`src/rtl/muldiv_if.sv`:
```
// muldiv_if: request/response channels between the execute stage and the
// iterative multiply/divide unit.
//   request : in_valid / in_ready carrying op (RV32M funct3) and in[1:0]
//             (in[0] = rs1 = a, in[1] = rs2 = b)
//   response: out_valid / out_ready carrying the 32-bit result word
interface muldiv_if #(
    parameter int XLEN = 32
);
    logic                     in_valid;
    logic                     in_ready;
    logic [2:0]               op;
    logic [1:0][XLEN-1:0]     in;
    logic                     out_valid;
    logic                     out_ready;
    logic [XLEN-1:0]          out;

    // Execute-stage side: issues requests, consumes results.
    modport master (
        output in_valid, op, in, out_ready,
        input  in_ready, out_valid, out
    );

    // Unit side: accepts requests, produces results.
    modport slave (
        input  in_valid, op, in, out_ready,
        output in_ready, out_valid, out
    );
endinterface

```
`src/rtl/muldiv.sv`:
```
// muldiv: iterative RV32M multiply/divide unit (IDLE -> BUSY -> DONE).
// One operation in flight; 32 iterations per operation, shift-add multiply
// and restoring divide on operand magnitudes, signs fixed up at the end.
// Divide-by-zero and signed overflow are resolved at accept (no BUSY).
// Optional build macro MULDIV_FAST_MUL_EN: single-cycle multiplies using
// the * operator on sign/zero-extended operands; divide stays iterative.
module muldiv #(
    parameter int XLEN = 32
) (
    input  logic     clk,
    input  logic     rst_n,
    input  logic     flush,
    muldiv_if.slave  bus
);

    localparam logic [1:0] ST_IDLE = 2'd0;
    localparam logic [1:0] ST_BUSY = 2'd1;
    localparam logic [1:0] ST_DONE = 2'd2;

    localparam int              CW       = $clog2(XLEN);
    localparam logic [CW-1:0]   CNT_INIT = CW'(XLEN - 1);
    localparam logic [XLEN-1:0] INT_MIN  = {1'b1, {(XLEN-1){1'b0}}};

    logic [1:0]      state_q, state_d;
    logic [2:0]      op_q, op_d;
    logic [XLEN-1:0] b_q, b_d;        // divisor / multiplicand magnitude
    logic [XLEN-1:0] hi_q, hi_d;      // product high half / partial remainder
    logic [XLEN-1:0] lo_q, lo_d;      // multiplier, then product low / quotient
    logic            qneg_q, qneg_d;  // negate product or quotient
    logic            rneg_q, rneg_d;  // negate remainder (sign of a)
    logic [CW-1:0]   count_q, count_d;
    logic [XLEN-1:0] out_q, out_d;

    // ---------------- accept-time operand decode ----------------
    logic [XLEN-1:0] a_in, b_in, a_mag, b_mag, special_res;
    logic            a_signed, b_signed, sa, sb, is_div, div_zero, div_ovf;

    assign a_in     = bus.in[0];
    assign b_in     = bus.in[1];
    assign is_div   = bus.op[2];
    // MULH, MULHSU, DIV, REM treat a as signed; MULH, DIV, REM treat b as signed.
    assign a_signed = (bus.op == 3'd1) || (bus.op == 3'd2) || (bus.op == 3'd4) || (bus.op == 3'd6);
    assign b_signed = (bus.op == 3'd1) || (bus.op == 3'd4) || (bus.op == 3'd6);
    assign sa       = a_signed & a_in[XLEN-1];
    assign sb       = b_signed & b_in[XLEN-1];
    assign a_mag    = sa ? -a_in : a_in;
    assign b_mag    = sb ? -b_in : b_in;
    assign div_zero = is_div && (b_in == '0);
    assign div_ovf  = ((bus.op == 3'd4) || (bus.op == 3'd6)) && (a_in == INT_MIN) && (b_in == '1);
    // op[1] distinguishes REM/REMU from DIV/DIVU.
    assign special_res = div_zero ? (bus.op[1] ? a_in : '1)
                                  : (bus.op[1] ? '0   : INT_MIN);

`ifdef MULDIV_FAST_MUL_EN
    logic [XLEN:0]     fast_a, fast_b;
    logic [2*XLEN-1:0] fast_p;
    logic [XLEN-1:0]   fast_res;

    assign fast_a   = {sa, a_in};
    assign fast_b   = {sb, b_in};
    // Extending further to 2*XLEN keeps the product exact modulo 2^(2*XLEN).
    assign fast_p   = {{(XLEN-1){fast_a[XLEN]}}, fast_a} * {{(XLEN-1){fast_b[XLEN]}}, fast_b};
    assign fast_res = (bus.op == 3'd0) ? fast_p[XLEN-1:0] : fast_p[2*XLEN-1:XLEN];
`endif

    // ---------------- one iteration of the datapath ----------------
    logic [XLEN:0]     mul_sum;
    logic [XLEN-1:0]   mul_hi, mul_lo;
    logic [XLEN:0]     div_shift;
    logic [XLEN-1:0]   div_sub, div_hi, div_lo;
    logic              div_ok;
    logic [XLEN-1:0]   iter_hi, iter_lo;
    logic [2*XLEN-1:0] prod_n;
    logic [XLEN-1:0]   quot_n, rem_n, final_res;

    // Shift-add: conditionally add the multiplicand, then shift {sum, lo} right.
    assign mul_sum   = {1'b0, hi_q} + (lo_q[0] ? {1'b0, b_q} : '0);
    assign mul_hi    = mul_sum[XLEN:1];
    assign mul_lo    = {mul_sum[0], lo_q[XLEN-1:1]};
    // Restoring divide: shift the next dividend bit in, subtract if it fits.
    // The difference is below b when it fits, so XLEN bits hold it exactly.
    assign div_shift = {hi_q, lo_q[XLEN-1]};
    assign div_ok    = (div_shift >= {1'b0, b_q});
    assign div_sub   = div_shift[XLEN-1:0] - b_q;
    assign div_hi    = div_ok ? div_sub : div_shift[XLEN-1:0];
    assign div_lo    = {lo_q[XLEN-2:0], div_ok};
    assign iter_hi   = op_q[2] ? div_hi : mul_hi;
    assign iter_lo   = op_q[2] ? div_lo : mul_lo;

    assign prod_n    = qneg_q ? -{mul_hi, mul_lo} : {mul_hi, mul_lo};
    assign quot_n    = qneg_q ? -div_lo : div_lo;
    assign rem_n     = rneg_q ? -div_hi : div_hi;

    // Select and sign-correct the result of the final iteration.
    always_comb begin
        final_res = '0;
        case (op_q)
            3'd0:                final_res = prod_n[XLEN-1:0];
            3'd1, 3'd2, 3'd3:    final_res = prod_n[2*XLEN-1:XLEN];
            3'd4, 3'd5:          final_res = quot_n;
            default:             final_res = rem_n;
        endcase
    end

    // Next-state logic: flush wins, then accept / iterate / hand off.
    always_comb begin
        state_d = state_q;
        op_d    = op_q;
        b_d     = b_q;
        hi_d    = hi_q;
        lo_d    = lo_q;
        qneg_d  = qneg_q;
        rneg_d  = rneg_q;
        count_d = count_q;
        out_d   = out_q;
        if (flush) begin
            state_d = ST_IDLE;
        end else begin
            case (state_q)
                ST_IDLE: begin
                    if (bus.in_valid) begin
                        op_d = bus.op;
                        if (div_zero || div_ovf) begin
                            out_d   = special_res;
                            state_d = ST_DONE;
`ifdef MULDIV_FAST_MUL_EN
                        end else if (!is_div) begin
                            out_d   = fast_res;
                            state_d = ST_DONE;
`endif
                        end else begin
                            b_d     = b_mag;
                            hi_d    = '0;
                            lo_d    = a_mag;
                            qneg_d  = sa ^ sb;
                            rneg_d  = sa;
                            count_d = CNT_INIT;
                            state_d = ST_BUSY;
                        end
                    end
                end
                ST_BUSY: begin
                    hi_d = iter_hi;
                    lo_d = iter_lo;
                    if (count_q == '0) begin
                        out_d   = final_res;
                        state_d = ST_DONE;
                    end else begin
                        count_d = count_q - 1'b1;
                    end
                end
                ST_DONE: begin
                    if (bus.out_ready) begin
                        state_d = ST_IDLE;
                    end
                end
                default: state_d = ST_IDLE;
            endcase
        end
    end

    // State and datapath registers; reset discards any partial result.
    always_ff @(posedge clk or negedge rst_n) begin
        if (!rst_n) begin
            state_q <= ST_IDLE;
            op_q    <= '0;
            b_q     <= '0;
            hi_q    <= '0;
            lo_q    <= '0;
            qneg_q  <= 1'b0;
            rneg_q  <= 1'b0;
            count_q <= '0;
            out_q   <= '0;
        end else begin
            state_q <= state_d;
            op_q    <= op_d;
            b_q     <= b_d;
            hi_q    <= hi_d;
            lo_q    <= lo_d;
            qneg_q  <= qneg_d;
            rneg_q  <= rneg_d;
            count_q <= count_d;
            out_q   <= out_d;
        end
    end

    assign bus.in_ready  = (state_q == ST_IDLE);
    assign bus.out_valid = (state_q == ST_DONE);
    assign bus.out       = out_q;

endmodule
```
`src/flat_wrapper.sv`:
```
// flat-port wrapper written by rule: the top's interface ports become plain ports
module muldiv_flat 
#(
    parameter int XLEN = 32
)
  (clk, rst_n, flush, bus_in_valid, bus_op, bus_in, bus_out_ready, bus_in_ready, bus_out_valid, bus_out);
  muldiv_if #(.XLEN(XLEN)) bus_i ();
  input  logic clk;
  input  logic rst_n;
  input  logic flush;
  input wire logic [$bits(bus_i.in_valid)-1:0] bus_in_valid;
  input wire logic [$bits(bus_i.op)-1:0] bus_op;
  input wire logic [$bits(bus_i.in)-1:0] bus_in;
  input wire logic [$bits(bus_i.out_ready)-1:0] bus_out_ready;
  output wire logic [$bits(bus_i.in_ready)-1:0] bus_in_ready;
  output wire logic [$bits(bus_i.out_valid)-1:0] bus_out_valid;
  output wire logic [$bits(bus_i.out)-1:0] bus_out;
  assign bus_i.in_valid = bus_in_valid;
  assign bus_i.op = bus_op;
  assign bus_i.in = bus_in;
  assign bus_i.out_ready = bus_out_ready;
  assign bus_in_ready = bus_i.in_ready;
  assign bus_out_valid = bus_i.out_valid;
  assign bus_out = bus_i.out;
  muldiv #(.XLEN(XLEN)) u_core (.clk(clk), .rst_n(rst_n), .flush(flush), .bus(bus_i));
endmodule
```
`config.mk`:
```
export PLATFORM = sky130hd
export DESIGN_NAME = muldiv_flat
export DESIGN_NICKNAME = d
export VERILOG_FILES = /design/src/rtl/muldiv_if.sv /design/src/rtl/muldiv.sv /design/src/flat_wrapper.sv
export SDC_FILE = /design/constraint.sdc
export NUM_CORES = 1
export LEC_CHECK = 0
export CAP_MARGIN = 20
export CORE_MARGIN = 5
export CORE_UTILIZATION = 39
export CTS_BUF_LIST = sky130_fd_sc_hd__clkbuf_16
export CTS_CLUSTER_SIZE = 10
export DETAILED_ROUTE_END_ITERATION = 8
export PLACE_DENSITY_LB_ADDON = 0.15
export SLEW_MARGIN = 20
export SYNTH_ARGS = -nofsm -noshare
export SYNTH_HDL_FRONTEND = slang
export SYNTH_SLANG_ARGS = --single-unit
```
`constraint.sdc`:
```
create_clock -name clk -period 16.7 [get_ports clk]
set_clock_uncertainty 0.2 [all_clocks]
set_input_delay 3.34 -clock clk [delete_from_list [all_inputs] [get_ports clk]]
set_output_delay 3.34 -clock clk [all_outputs]
set_load 0.1 [all_outputs]
```
Word-level counts from Yosys, hierarchy flattened:

Index checks and enable logic that the tools add are counted.

* eq/ne operators: 21
* mux-type cells: 33
* bitwise operators: 5
* $lt $le $gt $ge: 1
* add/sub/neg operators: 8
* reduce and logical (&&, ||, !) cells: 23

Operators by type and width (count)
* 32-bit two-way mux: 18
* 32-bit one-hot mux with 2 select lines: 3
* 32-bit negator: 4
* 32-bit one-hot mux with 3 select lines: 1
* 32-bit equality test (second input constant): 2
* 64-bit two-way mux: 1
* 64-bit negator: 1
* 32-bit by 33-bit adder with 33-bit output: 1
* 33-bit by 32-bit greater-or-equal comparator with 1-bit output: 1
* 32-bit zero test: 1
* 32-bit subtractor: 1
* 5-bit two-way mux: 3
* 3-bit equality test (second input constant): 4
* 2-bit two-way mux: 5
* 5-bit one-hot mux with 2 select lines: 1
* 5-bit AND reduction: 2
* 3-bit by 2-bit equality test with 1-bit output (second input constant): 3
* 4-bit AND reduction: 2
* 1-bit logical OR: 7
* 3-bit by 1-bit equality test with 1-bit output (second input constant): 2
* 2-bit != test (second input constant): 3
* 3-bit != test (second input constant): 2
* 2-bit one-hot mux with 3 select lines: 1
* 3-bit AND reduction: 2
* 15 further kinds: 20

* word-level logic and storage cells: 100
* output and inout bits: 34
* flip-flop bits (word level): 140

Logic depth before layout (Yosys ltp):

Gate-level depths: netlist of the first run.

* depth in word-level cells: 9
* gate-level depth with buffers: 26
* mapped depth without buffers: 21

Worst setup path before layout of the first run:

OpenSTA, ideal clock, no wires.

* path kind: input to register
* from: in bus_in[27]
* to: reg u_core.out_q[31] (netlist: u_core.bus.out[31])
* setup slack: 9421 ps
* buffers on the path: 0
* data arrival time: 6976 ps
* stages: 11
* required time: 16396 ps
* path through: or4_1 -> or4_1 -> or4_1 -> nor4_1 -> o211ai_1 -> a211o_1 -> nor2_1 -> nand2_2 -> or4_1 -> and3_1 -> o41ai_2

* cells in the longest elaborated chain, start to end: 6

RTL lines
* start: declaration: RTL line flat_wrapper.sv:13 `input wire logic [$bits(bus_i.in)-1:0] bus_in;`
* 32-bit equality test: RTL line muldiv.sv:49 `assign div_ovf = ((bus.op == 3'd4) || (bus.op == 3'd6)) && (a_in == INT_MIN) && (b_in == '1);`
* 1-bit logical AND (2 in a row): RTL line muldiv.sv:49
* 1-bit logical OR: RTL line muldiv.sv:123 `if (div_zero || div_ovf) begin`
* 2-bit by 1-bit != test with 1-bit output (no line)
* 5-bit AND reduction (no line)
* end signal: assignment: RTL line muldiv.sv:183 `out_q <= out_d;`
* end: declaration: RTL line muldiv.sv:32 `logic [XLEN-1:0] out_q, out_d;`

No other way between the ends.
A chain may end at the register's enable or synchronous reset.

Worst setup path after layout of the first run:

* from: in bus_in[26]
* to: reg u_core.out_q[31] (netlist: u_core.bus.out[31])

Same word-level chain as after synthesis.

==> results.yml, run 1 <==
sta:
  fin_crit_sh: 0.478
  fmax_mhz: 125
  rsz0062_at_grt: "false"
  hold_viol: 0
  setup-tns-final_ns: 0
  whs_ns: 0.283
  tightest_slew_ns: 1.08
  drv_slew: 0
  min_period_ns: 7.98
  fin_ws_ns: 8.72
  finalSetupViolCount: 0
  relSlewSlack: 0.278
critical_path:
  critical_path_arrival_ns: 8.14
  cp-endpoint: "u_core.bus.out[31]"
  cpMaxStageDelayCell: "or4_1"
  start_kind: "input port"
  r2r_end: "u_core.bus.out[12]"
  crit_fanout: 33
  cp-end-kind: "register"
  reg2regPathDepth: 20
  required_ns: 16.86
  crit_path_start: "bus_in[26]"
  critical_path_class: "input port to register"
  cp_cell_sequence: "clkdlybuf4s50_1 -> or4_1 -> or4_1 -> or4_1 -> nor4_1 -> o211ai_1 -> a211o_1 -> buf_4 -> nor2_1 -> nand2_2 -> or4_1 -> and3_1 -> o41ai_2"
  r2r-start: "u_core.hi_q[4]"
  crit_path_frequent_cell: "or4_1"
  r2r_slack_ns: 9.60
  critical_path.max_stage_delay_ns: 0.61
detailed_routing:
  vias: 17787
  viasPerCell: 6.27
  wire_per_inst_um: 24.1
  drtIter0Drc: 2102
  routed_wl_um: 68300
  dr.pass1.iters: 8
  drc: 0
  antenna_left: 0
yosys:
  synth-seq-area-share: 0.213
  synth_top_area_frac: 0.213
  ys_types: 91
  syn_inst: 2297
  synth_area_leader_cell: "dfrtp_1"
  syn-cell-area_um2: 16400
  synth_seq_cells: 140
  avgSynthCellArea_um2: 7.16
  synth_nets: 2443
  synth_warnings: 0
  synth_edf_count: 0
  synthTopCellsByArea: "dfrtp_1 (21%), o21ai_0 (7.9%), xnor2_1 (6.4%)"
  synthArstFlopShare: 1.00
  synth_flop_cell: "dfrtp_1"
floorplanning:
  die_y_um: 215
  core-area_um2: 41900
  ios: 106
  initial_utilization: 0.393
  fp.dieW_um: 215
  rows: 75
  die_area_um2: 46400
hold_path:
  hp-class: "register to register"
outcome:
  outcome: "finished clean"
cts:
  clk_pin_slew_worst_paths_ns: 0.07
  cts_max_path_buffers: 2
  clock_latency_ns: 0.47
  cts_buffers: 17
  cts_setup_buffers: 0
  postCtsHoldBufs: 0
  tritoncts: "done"
  htree_num_levels: 4
  clock-sinks: 140
  cts_root_buffer: "clkbuf_16"
  cts_resized: 0
placed_design:
  place_ws_ns: 8.33
  io_buffers: 105
  gp_congestion: 0.945
  place_hpwl_um: 53300
  placed_cells: 2802
grt:
  grt_first_pass_wirelength_um: 103000
  grtUsageTotal: 0.283
  antenna_found_initial: 1
  overflow: 0
  grt_max_degree: 99
  grt_pass1_vias: 16596
cells_and_area:
  syn2layout_area_growth_pct: 11.7
  antennaDiodeCount: 0
  fin_cells: 2835
  multi_input_area_um2: 12100
  regArea_um2: 3510
  layout-drive-gt1-share: 0.0418
  fillers: 4347
  finalNetCount: 2429
  fin_util: 0.439
  mostFrequentLayoutCells: "nand2_1 (278), o21ai_0 (259), nor2_1 (231)"
  final_common_cell: "nand2_1"
power_and_ir_drop:
  p_leak_uw: 0.00727
  vdd_drop_max_uv: 76.1
  p_per_area_nw_per_um2: 157
flow_run:
  maxCapViolations: 0
-- per-stage QoR --
stage / power (uW) / cell area [um2]
final: 2890 / 18400
after global routing: 3080 / 18400
after CTS: 2840 / 18400
after detailed placement: 2420 / 17800
after global placement: 2410 / 17800
after floorplan: 1840 / 16400
-- power breakdown --
part	internal, uW	switching, uW	total (uW)
sequential	406	138	544
clock	247	162	409
combinational	662	1280	1940
total	1320	1580	2890
-- cell families after synthesis --
family          after synthesis  synth area share
compound gates              777             0.297
fa+ha+maj                    74            0.0572
simple gates                796             0.227
buf+inv                     236            0.0551
mux                          66            0.0405
flops                       140             0.213
xor+xnor                    208             0.111
-- worst min path at each step --
stage                              start             end  slack, ns  depth (start not counted)
final                     u_core.b_q[25]  u_core.b_q[25]       0.28                          2
after CTS                 u_core.b_q[29]  u_core.b_q[29]       0.29                          2
after global placement    u_core.b_q[27]  u_core.b_q[27]       0.27                          2
after global routing      u_core.b_q[23]  u_core.b_q[23]       0.31                          2
after floorplan           u_core.b_q[23]  u_core.b_q[23]       0.25                          2
after detailed placement  u_core.b_q[29]  u_core.b_q[29]       0.28                          2
-- worst max-delay path: cells and delay by family --
family,cells,cell delay [ns]
AO/OA/AOI/OAI,3,0.87
buffers and inverters,2,0.72
AND/OR/NAND/NOR,8,3.21
-- layout make-up --
cell class,count,area share
Inverter,73,0.0149
Timing Repair Buffer,130,0.0673
Clock inverter,15,0.00987
Sequential cell,140,0.191
Multi-Input combinational cell,1921,0.657
Clock buffer,17,0.0232
Tap cell,539,0.0367
-- Yosys cell counts, drive strengths merged, types with 27 or more instances --
cell type,number
a21oi,186
a31oi,28
clkbuf,146
dfrtp,140
ha,72
inv,72
mux2i,62
nand2,280
nand3,39
nand4,35
nor2,232
nor3,48
o211ai,33
o21ai,262
o31ai,49
or3,27
xnor2,121
xor2,87
-- state kept, by name (all words and copies together), names as in the netlist --
name / count
u_core.b_q: 32
u_core.bus.out: 32
u_core.hi_q: 32
u_core.lo_q: 32
u_core.count_q: 5
u_core.op_q: 3
u_core.state_q: 2
u_core.qneg_q: 1
u_core.rneg_q: 1
-- per-layer routing --
layer | share of wire | vias to the layer above | wire (um) | global-route usage
li1 | - | 8339 | - | -
met2 | 0.46 | 690 | 31100 | 0.448
met4 | 0.044 | 0 | 2980 | 0.115
met1 | 0.44 | 8633 | 30100 | 0.392
met5 | 0 | - | 0 | 0
met3 | 0.060 | 125 | 4100 | 0.0362
Power figures use the tool's default switching activity.
==> run 2: changes to the inputs <==
==> constraint.sdc (replaced) <==
create_clock -name clk -period 8.3 [get_ports clk]
set_clock_uncertainty 0.2 [all_clocks]
set_input_delay 1.66 -clock clk [delete_from_list [all_inputs] [get_ports clk]]
set_output_delay 1.66 -clock clk [all_outputs]
set_load 0.1 [all_outputs]
==> results.yml, run 2 (synthesis results as in run 1) <==
cts:
  htree_num_levels: 4
  cts_root_buffer: "clkbuf_16"
  cts_setup_buffers: 0
  clk_pin_slew_worst_paths_ns: 0.07
  cts_buffers: 17
  clock-sinks: 140
  clock_latency_ns: 0.49
  cts_resized: 0
  cts_max_path_buffers: 2
  postCtsHoldBufs: 0
  tritoncts: "done"
critical_path:
  crit_path_frequent_cell: "ha_1"
  crit_fanout: 8
  critical_path_class: "register to register"
  start_kind: "register"
  critical_path.max_stage_delay_ns: 0.64
  cp-end-kind: "register"
  cp_cell_sequence: "ha_1 -> o211a_1 -> a21boi_0 -> o211ai_1 -> a31oi_1 -> or2_1 -> inv_2 -> mux2i_1 -> ha_1 -> or3b_2 -> nor4_1 -> and4_1 -> o2111ai_1 -> o41ai_1 -> xnor2_1 -> a311oi_1 -> a211oi_1"
  required_ns: 8.49
  cpMaxStageDelayCell: "a21boi_0"
  critical_path_arrival_ns: 6.67
grt:
  antenna_found_initial: 1
  overflow: 0
  use_met1: 0.405
  grt_first_pass_wirelength_um: 107000
  busiest_layer: "met2"
  grtUsageTotal: 0.298
  grt_max_degree: 80
  met2_usage: 0.474
  grt_pass1_vias: 16751
  use_met3: 0.0411
power_and_ir_drop:
  p_leak_uw: 0.00726
  vdd_drop_max_uv: 167
  p_per_area_nw_per_um2: 319
hold_path:
  hp-class: "register to register"
floorplanning:
  die_y_um: 215
  ios: 106
  rows: 75
  core-area_um2: 41900
  initial_utilization: 0.393
  die_area_um2: 46400
  fp.dieW_um: 215
cells_and_area:
  layout-drive-gt1-share: 0.0439
  finalNetCount: 2432
  syn2layout_area_growth_pct: 11.6
  fin_util: 0.439
  mostFrequentLayoutCells: "nand2_1 (278), o21ai_0 (259), nor2_1 (231)"
  final_cell_area_um2: 18400
  antennaDiodeCount: 0
  final_common_cell: "nand2_1"
  fin_cells: 2838
placed_design:
  io_buffers: 105
  place_hpwl_um: 55700
  gp_congestion: 0.962
  place_ws_ns: 1.64
  placed_cells: 2806
  placed_area_um2: 17800
flow_run:
  maxCapViolations: 0
sta:
  tightest_slew_ns: 1.11
  rsz0062_at_grt: "false"
  relSlewSlack: 0.250
  fin_ws_ns: 1.82
  finalSetupViolCount: 0
  drv_slew: 0
  fin_crit_sh: 0.781
  fmax_mhz: 154
  hold_viol: 0
  setup-tns-final_ns: 0
  min_period_ns: 6.48
detailed_routing:
  dr.pass1.iters: 6
  antenna_left: 0
  vias: 17912
  drc: 0
  routed_wl_um: 71400
  wire_per_inst_um: 25.2
  viasPerCell: 6.31
  drtIter0Drc: 1802
outcome:
  outcome: "finished clean"
[run 2: changes by cell type in the layout (fill, tap and decap cells not counted), sizes merged]
cell,delta
clkbuf,-1
clkinv,-1
inv,+2
bufinv,-2
clkinvlp,+1
buf,+4
[run 2: final timing paths]
check	start	to	cells after the start	slack, ns
setup / recovery	u_core.hi_q[2]	u_core.bus.out[28]	17	1.82
hold / removal	u_core.b_q[29]	u_core.b_q[29]	2	0.29
setup reg to reg	u_core.hi_q[2]	u_core.bus.out[28]	17	1.82
hold reg to reg	u_core.b_q[29]	u_core.b_q[29]	2	0.29
max in group asynchronous	rst_n	u_core.op_q[2]	2	5.15
min in group asynchronous	rst_n	u_core.bus.out[2]	1	1.03
[run 2: critical path, delay by kind of cell (launching register included)]
family	cells	cell delay [ns]
AOI/OAI and AO/OA	8	2.60
DFF	1	0.47
xor gates and xnor gates	1	0.19
muxes	1	0.25
adders and majority gates	2	0.77
and+or+nand+nor	4	1.83
buffers and inverters	1	0.08
[run 2: area by class of cell]
class,count,area [um2]
fillers,4381,23500
inverters,73,274
clock buffers,17,425
well taps,539,674
clock inverters,15,144
flip-flops and latches,140,3510
repair buffers,133,1260
multi-input cells,1921,12100
[run 2: metrics by stage]
step	hold slack [ns]	total power (uW)
floorplan	0.250	3690
global placement	0.272	4940
detailed placement	0.277	4940
CTS	0.291	5760
global route	0.320	6220
finish	0.286	5860
[run 2: power by group]
group          total (uW)  internal [uW]  leakage, uW  switching, uW
logic                3980           1340      0.00528           2640
registers            1090            818      0.00171            270
clock network         788            439     0.000273            349
[run 2: metal layers]
metal / part of all wire / vias to the layer above
met1: 0.44 / 8677
met2: 0.45 / 768
met3: 0.063 / 125
li1: - / 8342
met5: 0 / -
met4: 0.047 / 0
==> run 3: changes to the inputs <==
==> constraint.sdc (replaced) <==
create_clock -name clk -period 6.2 [get_ports clk]
set_clock_uncertainty 0.2 [all_clocks]
set_input_delay 1.24 -clock clk [delete_from_list [all_inputs] [get_ports clk]]
set_output_delay 1.24 -clock clk [all_outputs]
set_load 0.1 [all_outputs]
==> results.yml, run 3 (synthesis results as in run 1) <==
power_and_ir_drop:
  vdd_drop_max_uv: 211
  p_sw_uw: 4370
  switching_share: 0.548
  clockPowerShare: 0.127
  p_leak_uw: 0.00755
  p_seq_frac: 0.179
  p_int_uw: 3600
  power_uw: 7980
  p_comb_frac: 0.695
  p_per_area_nw_per_um2: 425
critical_path:
  required_ns: 6.36
  crit_fanout: 28
  start_kind: "register"
  cp-end-kind: "register"
  r2r_slack_ns: 0.20
  r2r_end: "u_core.bus.out[31]"
  r2r-start: "u_core.lo_q[0]"
  critical_path_class: "register to register"
  critical_path_arrival_ns: 6.15
  reg2regPathDepth: 15
cts:
  cts_setup_buffers: 0
  cts_buffers: 17
  clock-sinks: 140
  clk_pin_slew_worst_paths_ns: 0.07
  htree_num_levels: 4
  clock_latency_ns: 0.46
  cts_resized: 0
  cts_max_path_buffers: 2
  postCtsHoldBufs: 0
  cts_root_buffer: "clkbuf_16"
  tritoncts: "done"
cells_and_area:
  antennaDiodeCount: 0
  final_cell_area_um2: 18800
  layout-drive-gt1-share: 0.0687
  fin_cells: 2898
  mostFrequentLayoutCells: "nand2_1 (278), o21ai_0 (259), nor2_1 (231)"
  syn2layout_area_growth_pct: 14.3
  final_common_cell: "nand2_1"
  finalNetCount: 2492
floorplanning:
  die_y_um: 215
  initial_utilization: 0.393
  rows: 75
  die_area_um2: 46400
  fp.dieW_um: 215
  core-area_um2: 41900
  ios: 106
sta:
  fmax_mhz: 167
  tightest_slew_ns: 1.08
  fin_ws_ns: 0.202
  hold_viol: 0
  relSlewSlack: 0.275
  drv_slew: 0
  rsz0062_at_grt: "false"
  min_period_ns: 6.00
  setup-tns-final_ns: 0
  fin_crit_sh: 0.967
  finalSetupViolCount: 0
outcome:
  outcome: "finished clean"
placed_design:
  placed_cells: 2866
  place_hpwl_um: 56700
  gp_congestion: 0.973
  io_buffers: 105
  place_ws_ns: 0.405
  placed_area_um2: 18200
grt:
  grt_max_degree: 61
  grt_pass1_vias: 17154
  grt_first_pass_wirelength_um: 108000
  overflow: 0
  grtUsageTotal: 0.298
  antenna_found_initial: 0
detailed_routing:
  routed_wl_um: 71800
  viasPerCell: 6.30
  wire_per_inst_um: 24.8
  drc: 0
  drtIter0Drc: 2138
  vias: 18266
  antenna_left: 0
  dr.pass1.iters: 5
hold_path:
  hp-class: "register to register"
  hold_start: "u_core.bus.out[3]"
  min_to: "u_core.bus.out[3]"
  whs_path_depth: 2
flow_run:
  maxCapViolations: 0
[run 3: changes by cell type in the layout (fill, tap and decap cells not counted), sizes merged]
| cell | change |
|---|---|
| buf | +60 |
| bufinv | -1 |
| clkinv | +1 |
| clkinvlp | +1 |
| inv | -1 |
[run 3: worst max path at each step]
stage,start,end,slack [ns],depth (start not counted)
floorplan,u_core.hi_q[2],u_core.bus.out[30],0.13,22
global placement,u_core.lo_q[0],u_core.bus.out[31],0.39,15
detailed placement,u_core.lo_q[0],u_core.bus.out[31],0.41,15
CTS,u_core.lo_q[0],u_core.bus.out[31],0.39,15
global route,u_core.lo_q[0],u_core.bus.out[31],0.05,15
finish,u_core.lo_q[0],u_core.bus.out[31],0.20,15
[run 3: cell type report]
type                       count  area (um2)
timing repair buffer         193        1710
inverter                      73         274
clock inverter                15         126
multi-input combinational   1921       12100
clock buffer                  17         425
tap                          539         674
fill                        4307       23100
sequential                   140        3510
[run 3: routing by layer]
metal | vias up | GRT usage | wire length, um
met2 | 835 | 0.479 | 32800
li1 | 8485 | - | -
met1 | 8787 | 0.398 | 30400
met4 | 0 | 0.135 | 3530
met3 | 159 | 0.0431 | 5070
met5 | - | 0 | 0
[run 3: stage by stage]
step,hold slack (ns),utilization
CTS,0.286,0.449
detailed placement,0.272,0.436
finish,0.282,0.449
floorplan,0.250,-
global route,0.304,0.449
global placement,0.269,0.436
[run 3: power by group through the flow]
stage,clock network (uW),registers (uW),logic (uW)
after CTS,1030,1410,5400
after global placement,0,1420,5350
after global routing,1070,1450,5950
after detailed placement,0,1430,5370
after floorplan,0,1330,3620
final,1010,1420,5540
[run 3: critical path, stage by stage (launching register included)]
cell and delay (ns):
dfrtp_1 0.45, clkinv_1 0.32, buf_4 0.35, nor2_1 0.19, ha_1 0.35, a21oi_1 0.33, o21ai_0 0.25, a21oi_1 0.38
nand2_1 0.18, xnor2_1 0.45, nand4_1 0.50, or3_4 0.55, or3_4 0.39, or4_1 0.49, and3_1 0.16, o41ai_2 0.32
==> RTL change (config.mk and constraints of run 3) <==
`XLEN` is set to 32 in 3 places; all go to 16.
--- a/src/rtl/muldiv_if.sv
+++ b/src/rtl/muldiv_if.sv
@@ -4,7 +4,7 @@
 //             (in[0] = rs1 = a, in[1] = rs2 = b)
 //   response: out_valid / out_ready carrying the 32-bit result word
 interface muldiv_if #(
-    parameter int XLEN = 32
+    parameter int XLEN = 16
 );
     logic                     in_valid;
     logic                     in_ready;
--- a/src/rtl/muldiv.sv
+++ b/src/rtl/muldiv.sv
@@ -5,7 +5,7 @@
 // Optional build macro MULDIV_FAST_MUL_EN: single-cycle multiplies using
 // the * operator on sign/zero-extended operands; divide stays iterative.
 module muldiv #(
-    parameter int XLEN = 32
+    parameter int XLEN = 16
 ) (
     input  logic     clk,
     input  logic     rst_n,
--- a/src/flat_wrapper.sv
+++ b/src/flat_wrapper.sv
@@ -1,7 +1,7 @@
 // flat-port wrapper written by rule: the top's interface ports become plain ports
 module muldiv_flat 
 #(
-    parameter int XLEN = 32
+    parameter int XLEN = 16
 )
   (clk, rst_n, flush, bus_in_valid, bus_op, bus_in, bus_out_ready, bus_in_ready, bus_out_valid, bus_out);
   muldiv_if #(.XLEN(XLEN)) bus_i ();
Interface: changed (resized bus_in and bus_out); port bits go from 106 to 58. The function was not compared with the original's and may differ.
==> RTL change against run 3 <==
- area after synthesis is 49% lower
- global-route usage fell by 5.4 points
- power fell by 41%
- setup slack better by 0.80 ns
- combinational power is 42% lower
- sequential cell count is 65 lower
- final area shrank 49%
- routed wire length fell by 58%
- largest cell class unchanged
==> RTL change: results (changes against run 3) <==
| Metric | Value |
|---|---|
| Status | finished clean |
| Total CTS buffers | 9 (-8) |
| Hold Startpoint | u_core.bus.out[1] |
| Seq/Total Area, Yosys | 22.3% (+1.0 points) |
| Nets | 1207 (-52%) |
| Static Leak | 3.78 nW (-50%) |
| Gpl congestion | 0.950 (-2.4%) |
| Worst-path fanout max | 18 (-36%) |
| Filler instances | 2160 (-50%) |
| Top post-synthesis cells by area | dfrtp_1 (22%), o21ai_0 (7.3%), xnor2_1 (6.5%), ha_1 (5.8%), nand2_1 (5.7%) |
| Worst slack, placed | 1.13 ns (+0.721 ns) |
| Worst r2r path cells | 12 (-3) |
| Mux cell area share after synthesis | 4.46% (+0.41 points) |
| Cell at the slowest stage of the critical path | clkinv_1 |
| Synth Area in XOR/XNOR | 9.37% (-1.7 points) |
| Total GRT Usage | 24.4% (-5.4 points) |
| Count of input and output buffers | 57 (-46%) |
| DRT iter0 DRCs | 1000 (-53%) |
| Worst r2r dst | u_core.bus.out[15] |
| Vias | 8672 (-53%) |
| Share of cells above drive strength 1 | 5.84% (-1.0 points) |
| Htree depth | 3 (-1) |
| Final wirelength | 30300 µm (-58%) |
| Max VDD drop | 0.229 mV (+8.2%) |
| First-pass DRT Iterations | 6 (+1) |
| Complex-gate fraction of the synthesized area | 29.4% (-0.28 points) |
| Clk_lat worst skew | 0.36 ns (-0.10 ns) |
| Worst Path Arrival | 5.25 ns (-0.90 ns) |
| Pint | 2.12 mW (-41%) |
| Max transition margin | 24.4% (-3.1 points) |
| Critical path's top delay family | compound AO/OA/AOI/OAI gates |
| Vias in the first global route | 8160 (-52%) |
| Critical Path Max Stage Delay | 0.69 ns (+0.14 ns) |
| Hold worst-path end | u_core.bus.out[1] |
[RTL change: changes by cell type in the layout (fill, tap and decap cells not counted), sizes merged, moves of 29 or more]
cell / before / now
xnor2: 121 / 62
a21oi: 186 / 62
dfrtp: 140 / 75
xor2: 87 / 28
buf: 89 / 15
nor3: 48 / 19
mux2i: 62 / 33
clkdlybuf4s50: 104 / 56
ha: 72 / 39
nand2: 280 / 127
nor2: 232 / 94
o21ai: 262 / 127
[RTL change: through the flow]
stage	instances	total power [mW]	area [µm²]	hold slack, ns
after global placement	1390	3.99	9170	0.304
after detailed placement	1390	3.98	9170	0.307
after floorplan	1114	3.10	8410	0.268
final	1406	4.67	9490	0.320
after CTS	1406	4.60	9490	0.324
after global routing	1406	4.97	9490	0.342
[RTL change: cells by family (layout without fill, tap and decap cells)]
kind of cell               after synthesis  after routing
DFF                                     75             75
muxes                                   37             37
buffers and inverters                  121            138
xor gates and xnor gates                90             90
and+or+nand+nor                        385            385
AOI/OAI and AO/OA                      365            365
adders and majority gates               41             41
[RTL change: worst max path at each step]
stage / start / endpoint / slack [ns] / cells after the start
after floorplan: u_core.lo_q[0] / u_core.bus.out[15] / 2.16 / 14
final: u_core.lo_q[0] / u_core.bus.out[15] / 1.00 / 12
after global placement: bus_in[16] / u_core.bus.out[13] / 1.09 / 12
after global routing: u_core.lo_q[0] / u_core.bus.out[15] / 0.70 / 12
after CTS: u_core.lo_q[0] / u_core.bus.out[15] / 1.08 / 12
after detailed placement: bus_in[16] / u_core.bus.out[13] / 1.13 / 12
[RTL change: metal layers]
metal / up-vias / GRT usage, % / routed length (µm)
li1: 4119 / - / -
met1: 4169 / 35.1 / 13900
met2: 337 / 36.9 / 13200
met3: 47 / 5.31 / 2400
met4: 0 / 6.86 / 762
met5: - / 0 / 0
[RTL change: final cells by class]
| class | count | area share, % |
|---|---|---|
| multi-input cells | 918 | 64.1 |
| clock inverters | 7 | 1.03 |
| well taps | 275 | 3.63 |
| inverters | 51 | 2.02 |
| clock buffers | 9 | 2.37 |
| flip-flops and latches | 75 | 19.8 |
| repair buffers | 71 | 7.09 |
[RTL change: worst register-to-register path: stages (launching register included)]
cell       delay [ns]
dfrtp_1          0.63
clkinv_1         0.70
nor2_1           0.51
ha_1             0.33
a211oi_4         0.35
o2111ai_4        0.27
a41oi_2          0.25
xor2_1           0.47
nand4_2          0.30
o41ai_2          0.48
xnor2_1          0.16
a311oi_1         0.12
nor4b_1          0.34
[RTL change: power by group through the flow]
| stage | clock (mW) | combinational [mW] | sequential (mW) |
|---|---|---|---|
| floorplan | 0 | 2.32 | 0.789 |
| global placement | 0 | 3.16 | 0.830 |
| detailed placement | 0 | 3.15 | 0.830 |
| CTS | 0.609 | 3.17 | 0.822 |
| global route | 0.626 | 3.50 | 0.846 |
| finish | 0.604 | 3.24 | 0.829 |
